### src/rtl/regfile_pkg.sv
// regfile_pkg: default widths, the x0 index constant and register index/data types
package regfile_pkg;
  localparam int DATA_W = 32;
  localparam int ADDR_W = 5;
  localparam logic [ADDR_W-1:0] REG_ZERO = '0;
  typedef logic [ADDR_W-1:0] reg_idx_t;
  typedef logic [DATA_W-1:0] reg_data_t;
endpackage

### src/rtl/regfile_scoreboard.sv
// regfile_scoreboard: per-register busy bits; issue sets, writeback clears, set beats clear; drives rbusy and iss_stl
module regfile_scoreboard import regfile_pkg::*; #(
  parameter int ADDR = ADDR_W,
  parameter int NR = 2,
  parameter int NW = 2,
  parameter int BYPASS = 1
) (
  input  logic clk,
  input  logic rst,
  input  logic [NW-1:0] we,
  input  logic [NW*ADDR-1:0] wa,
  input  logic [NW-1:0] wclr,
  input  logic [NR*ADDR-1:0] ra,
  input  logic iss_vld,
  input  logic [ADDR-1:0] iss_rd,
  output logic [NR-1:0] rbusy,
  output logic iss_stl
);
  localparam int DEPTH = 2**ADDR;
  logic [DEPTH-1:0] busy_q, busy_d, clr, set, eff;
  always_comb begin
    clr = '0;
    for (int k = 0; k < NW; k++)
      if (we[k] && wclr[k] && wa[k*ADDR +: ADDR] != '0) clr[wa[k*ADDR +: ADDR]] = 1'b1;
  end
  // same-cycle clears are visible to rbusy/iss_stl only with bypass, so writeback costs no bubble
  assign eff = (BYPASS != 0) ? (busy_q & ~clr) : busy_q;
  assign iss_stl = iss_vld && iss_rd != '0 && eff[iss_rd];
  always_comb begin
    set = '0;
    if (iss_vld && iss_rd != '0 && !iss_stl) set[iss_rd] = 1'b1;
  end
  // a new producer issued this cycle outranks a writeback of the old one
  assign busy_d = (busy_q & ~clr) | set;
  always_ff @(posedge clk)
    if (rst) busy_q <= '0;
    else busy_q <= busy_d;
  for (genvar j = 0; j < NR; j++) begin : g_rb
    assign rbusy[j] = eff[ra[j*ADDR +: ADDR]];
  end
endmodule

### src/rtl/regfile_mp_sb.sv
// regfile_mp_sb: multi-port register file with x0 hardwired to zero, write priority, optional bypass and busy scoreboard
module regfile_mp_sb import regfile_pkg::*; #(
  parameter int DATA = DATA_W,
  parameter int ADDR = ADDR_W,
  parameter int NR = 2,
  parameter int NW = 2,
  parameter int BYPASS = 1
) (
  input  logic clk,
  input  logic rst,
  input  logic [NW-1:0] we,
  input  logic [NW*ADDR-1:0] wa,
  input  logic [NW*DATA-1:0] wd,
  input  logic [NW-1:0] wclr,
  input  logic [NR*ADDR-1:0] ra,
  output logic [NR*DATA-1:0] rd,
  output logic [NR-1:0] rbusy,
  input  logic iss_vld,
  input  logic [ADDR-1:0] iss_rd,
  output logic iss_stl
);
  localparam int DEPTH = 2**ADDR;
  logic [DATA-1:0] mem_q [DEPTH];
  // ascending port order lets the highest-index write win on address collisions
  always_ff @(posedge clk)
    if (rst) for (int i = 0; i < DEPTH; i++) mem_q[i] <= '0;
    else
      for (int k = 0; k < NW; k++)
        if (we[k] && wa[k*ADDR +: ADDR] != '0) mem_q[wa[k*ADDR +: ADDR]] <= wd[k*DATA +: DATA];
  for (genvar j = 0; j < NR; j++) begin : g_rd
    logic [ADDR-1:0] a;
    logic [DATA-1:0] r;
    assign a = ra[j*ADDR +: ADDR];
    always_comb begin
      r = (a == '0) ? '0 : mem_q[a];
      for (int k = 0; k < NW; k++)
        if (BYPASS != 0 && we[k] && a != '0 && wa[k*ADDR +: ADDR] == a) r = wd[k*DATA +: DATA];
    end
    assign rd[j*DATA +: DATA] = r;
  end
  regfile_scoreboard #(.ADDR(ADDR), .NR(NR), .NW(NW), .BYPASS(BYPASS)) u_sb (
    .clk(clk), .rst(rst), .we(we), .wa(wa), .wclr(wclr), .ra(ra),
    .iss_vld(iss_vld), .iss_rd(iss_rd), .rbusy(rbusy), .iss_stl(iss_stl)
  );
endmodule

### config.mk
export PLATFORM = sky130hd
export DESIGN_NAME = regfile_mp_sb
export DESIGN_NICKNAME = d
export VERILOG_FILES = /design/src/rtl/regfile_pkg.sv /design/src/rtl/regfile_scoreboard.sv /design/src/rtl/regfile_mp_sb.sv
export SDC_FILE = /design/constraint.sdc
export NUM_CORES = 2
export LEC_CHECK = 0
export ABC_CLOCK_PERIOD_IN_PS = 5000
export CELL_PAD_IN_SITES_DETAIL_PLACEMENT = 1
export CELL_PAD_IN_SITES_GLOBAL_PLACEMENT = 1
export CORE_MARGIN = 5
export CORE_UTILIZATION = 53
export DETAILED_ROUTE_END_ITERATION = 7
export GPL_ROUTABILITY_DRIVEN = 0
export PLACE_DENSITY = 0.81
export SYNTH_ARGS = -nofsm -noshare
export SYNTH_HDL_FRONTEND = slang
export SYNTH_SLANG_ARGS = --single-unit
### constraint.sdc
create_clock -name clk -period 5 [get_ports clk]
set_input_delay 1 -clock clk [delete_from_list [all_inputs] [get_ports clk]]
set_output_delay 1 -clock clk [all_outputs]
set_load 0.02 [all_outputs]
Word level (Yosys, flattened, before mapping)
Memory sizes are Yosys's and may differ from the RTL's.
Index checks and enable logic that the tools add are counted.
{ "totals": {"out_inout_bits": 67, "ram_bits": 1024, "memories": 1, "reg_bits": 32} }
{ "op_classes": {"bitwise": 4, "reduce_logical": 30, "magnitude_cmp": 8, "eq_ne": 4, "n_mux": 35} }
{ "memory_table": {"columns": ["memory", "depth", "word_bits", "rd", "rd_ports_with_merged_regs", "write_ports", "line", "rtl"], "rows": [
  ["mem_q", 32, 32, 2, 0, 32, "regfile_mp_sb.sv:23", "logic [DATA-1:0] mem_q [DEPTH];"]
]} }
{ "ops": {"columns": ["operator", "count"], "rows": [
  ["2-to-1 mux 32 bit", 11],
  ["OR 32 bit", 2],
  ["OR reduction 32 bit", 2],
  ["AND 32 bit", 1],
  ["inverter 32 bit", 1],
  ["less-than comparator 5 x 6 -> 1 bit, second input constant", 5],
  ["nonzero test 5 bit", 5],
  ["equality test 5 bit", 4],
  ["logical AND 1 bit", 20],
  ["2-to-1 mux 1 bit", 16],
  ["binary-select mux 1 bit (select 5 bit)", 3],
  ["demux 1 bit (select 5 bit)", 3],
  ["greater-or-equal comparator 5 x 1 -> 1 bit, second input constant", 3],
  ["logical NOT 5 bit", 2],
  ["2-to-1 mux 5 bit", 2],
  ["logical NOT 1 bit", 1]
]} }

Depth between registers and ports, before layout
{ "depth": {"word_depth": 16, "depth_mapped": 12} }

Cells and area by module
From an unflattened synthesis, not the netlist that was laid out.
{ "unflattened": {"hier_cells": 4431, "area_unflattened_um2": 63005.4} }
{ "modules_own_cells": {"columns": ["module", "cells_each", "area_each_um2", "instances"], "rows": [
  ["regfile_mp_sb", 4048, 59907.5, 1],
  ["regfile_scoreboard", 383, 3098.0, 1]
]} }

Worst setup path after synthesis
OpenSTA, ideal clock, no wires.
{ "synth_timing": {"path_type": "input to register", "startpoint": "input port we[0]", "endpoint": "memory mem_q[1][0] in the netlist's numbering, enable pin", "setup_slack_ns": 0.791, "path_stages": 4, "path_buffers": 1, "arrival_ns": 3.744, "path_cell_list": "buf_2 > nor2b_1 > nand2_1 > o21ai_0"} }
{ "synth_rtl": {"columns": ["element", "line", "rtl"], "rows": [
  ["start, declared", "regfile_mp_sb.sv:11", "input logic [NW-1:0] we,"],
  ["end, declared", "regfile_mp_sb.sv:23", null]
]} }

Final worst setup path
{ "layout_timing": {"startpoint": "input port ra[1]", "endpoint": "output port rd[26]"} }
{ "layout_via": {"elab_chain_cells": 5, "word_cells_on_any_way": 12, "classes_between": "2 x eq/ne; 3 x mux; 6 x reduce/logical; 1 x memory"} }
{ "layout_lines": {"columns": ["element", "line", "rtl"], "rows": [
  ["start, declared", "regfile_mp_sb.sv:15", "input logic [NR*ADDR-1:0] ra,"],
  ["branches (longest 4 deep; another with memory read (32 x 32 bit))", null, null],
  ["2-to-1 mux 32 bit *", "regfile_mp_sb.sv:37", "if (BYPASS != 0 && we[k] && a != '0 && wa[k*ADDR +: ADDR] == a) r = wd[k*DATA +: DATA];"],
  ["end, declared", "regfile_mp_sb.sv:16", "output logic [NR*DATA-1:0] rd,"]
]} }
Every way passes the cells marked *.

==> impl_metrics.toml <==
[run_status]
status = "finished with violations"
violations = "negative setup slack"

[cells_and_area]
final_nets = 4615
syn_to_final_growth_pct = 15.7
final_cell_area_um2 = 71700
drive_gt1_share_pct = 29.5
finalNonFillerCells = 6147

[placement]
placed_cells = 5917
placed_area_um2 = 67800
dp_hpwl_mm = 166
numPortBuffers = 162

[pwr]
intPower_mw = 16.4
clockPowerShare_pct = 36.7
switching_share_pct = 28.3
pwr-share-seq_pct = 46.0
p_per_area_nw_per_um2 = 319
pwr-share-comb_pct = 17.3
switchingPower_mw = 6.47
max-vdd-ir-drop_mv = 0.301
leakagePower_nw = 24.4
finalPower_mw = 22.9

[sta]
fin_crit_sh_pct = 101
hold_viol_final = 0
final.min_clock_period_ns = 5.05
max-slew-margin-rel_pct = 4.04
fin_ws_ns = -0.0536
setup_viol = 10
skew_ns = 0.0149
tightest_slew_ns = 1.44
max_freq_mhz = 198
rsz0062_at_grt = "yes"
slew_violations = 0

[global_routing]
grt_overflow = 0
grt_pass1_vias = 54500
grt_use_total_pct = 43.3
grt_pass1_wl_mm = 389
antenna_found_initial = 18
grt_max_degree = 72

[synth]
ys_seq_elements = 1056
ys_top_cells_by_count = "1024 x edfxtp_1, 960 x a22o_1, 551 x mux4_2"
synth.area.top_cells = "edfxtp_1 50%, mux4_2 20%, a22o_1 14%, clkbuf_1 2.9%, nand2_1 2.0%"
synth_ff_type = "edfxtp_1"
synth_cell_types = 69
synth_warnings = 0
synthArstFlopShare_pct = 0
synth_edf_count = 1024
yosysMostFrequentCell = "edfxtp_1"
syn_avg_cell_area_um2 = 14.0
synth_top_area_cell = "edfxtp_1"
netlist.area_leader.share_pct = 49.6
syn_area_um2 = 62000
syn_inst = 4424
ys_seq_area_share_pct = 50.6

[clocking]
clk_pin_slew_ns = 0.06
cts-htree-levels = 3
cts-root-buf = "clkbuf_16"
cts_tree = "done"
clk_latency_ns = 0.72
cts-buffers-inserted = 114
cts_buffer_depth = 3
holdBufCountCts = 0
clock_sinks = 1056

[drt]
drc = 0
ant_nets = 0
finalWirelength_mm = 277
vias = 52200
drt-initial-drc-count = 9337
drt-pass1-iter-count = 7
via_per_inst = 8.49
wire_per_inst_um = 45.1

[critical_path]
required_ns = 4.00
cpMostUsedCell = "mux4_2"
slowest_stage = "clkdlybuf4s50_1"
worstPathArrival_ns = 4.05
cp-end-kind = "output pin"
reg2reg_depth = 6
cp-start-kind = "primary input"
cp_slowest_stage_delay_ns = 0.59
critical_path_class = "in2out"
cp_max_fo = 29
crit_path_cell_trace = "buf_8, buf_12, buf_4, mux4_2, mux4_2, nor2_1, a2bb2oi_1, a21oi_1, clkdlybuf4s50_1"

[die]
die_height_um = 352
pin_count = 163
coreArea_um2 = 116000
dieArea_um2 = 124000
die_x_um = 352
row_count = 125
initial_core_util_pct = 53.4

[hold_path]
hold_class = "reg2reg"
hold_depth = 2

[run]
cap_violations = 0
power by group through the flow:
stage | combinational [mW] | sequential (mW) | clock (mW)
floorplan | 2.11 | 10.5 | 0
global placement | 3.59 | 10.6 | 0
detailed placement | 3.69 | 10.7 | 0
CTS | 3.74 | 10.5 | 8.31
global route | 3.96 | 10.6 | 8.73
finish | 3.95 | 10.5 | 8.40
through the flow:
stage	hold WS, ns	util, %	worst slack, ns	setup TNS [ns]
final	0.557	61.7	-0.0536	-0.241
after global routing	0.570	61.7	-0.0208	-0.0208
after CTS	0.549	61.5	-0.0835	-0.456
after detailed placement	0.541	58.4	-0.311	-6.19
after global placement	0.532	58.4	-0.275	-4.48
after floorplan	0.475	-	0.791	0
worst paths after layout:
kind	startpoint	to	slack [ns]
hold / removal	u_sb.busy_q[6]$_SDFF_PP0_	u_sb.busy_q[6]$_SDFF_PP0_	0.56
hold reg to reg	u_sb.busy_q[6]$_SDFF_PP0_	u_sb.busy_q[6]$_SDFF_PP0_	0.56
setup reg to reg	u_sb.busy_q[27]$_SDFF_PP0_	u_sb.busy_q[18]$_SDFF_PP0_	3.01
setup / recovery	ra[1]	rd[26]	-0.05
layout by cell type (no fill, tap or decap), types with 35 or more instances in the layout:
master / n
o22ai_1: 44
nand3_1: 47
o21ai_0: 51
a21oi_1: 35
a32oi_1: 121
mux2i_1: 104
buf_4: 420
nor2_4: 40
buf_12: 75
clkdlybuf4s50_1: 141
nor2_1: 108
nand2_1: 334
a22o_1: 960
clkbuf_16: 115
edfxtp_1: 1024
mux4_2: 551
cells by family after synthesis:
| kind of cell | Yosys count | share of synthesized area (%) |
|---|---|---|
| xor gates and xnor gates | 17 | 0.240 |
| muxes | 657 | 21.7 |
| and+or+nand+nor | 658 | 4.76 |
| buffers and inverters | 712 | 4.73 |
| AOI/OAI and AO/OA | 1323 | 17.9 |
| DFF | 1056 | 50.6 |
| other | 1 | 0.00605 |
area by class of cell:
| cell class | count | area (um^2) |
|---|---|---|
| multi-input cells | 2690 | 28600 |
| inverters | 6 | 32.5 |
| fillers | 10500 | 44500 |
| clock buffers | 140 | 2990 |
| flip-flops and latches | 1056 | 31400 |
| diodes | 12 | 30.0 |
| clock inverters | 68 | 564 |
| well taps | 1524 | 1910 |
| repair buffers | 651 | 6240 |
routing by layer:
| layer | GRT usage, % | vias up | share of wire, % |
|---|---|---|---|
| met5 | 0 | - | 0.027 |
| met4 | 32.1 | 10 | 9.7 |
| li1 | - | 18600 | - |
| met2 | 64.0 | 5938 | 43 |
| met3 | 19.6 | 1959 | 18 |
| met1 | 49.8 | 25600 | 30 |
state kept, by name (all words and copies together), names as in the netlist:
name and cells:
mem_q 1024, u_sb.busy_q 32
worst max-delay path: cells and delay by family:
kind	cells	cell delay, ns
AOI/OAI and AO/OA	2	0.39
muxes	2	0.89
buffers and inverters	4	1.52
and+or+nand+nor	1	0.17
timing repair:
action,CTS,global route
cloned,3,0
buffers inserted,0,7
endpoints found under the setup margin,39,38
pin swaps,2,5
resized for setup,20,26
Power figures use the tool's default switching activity.
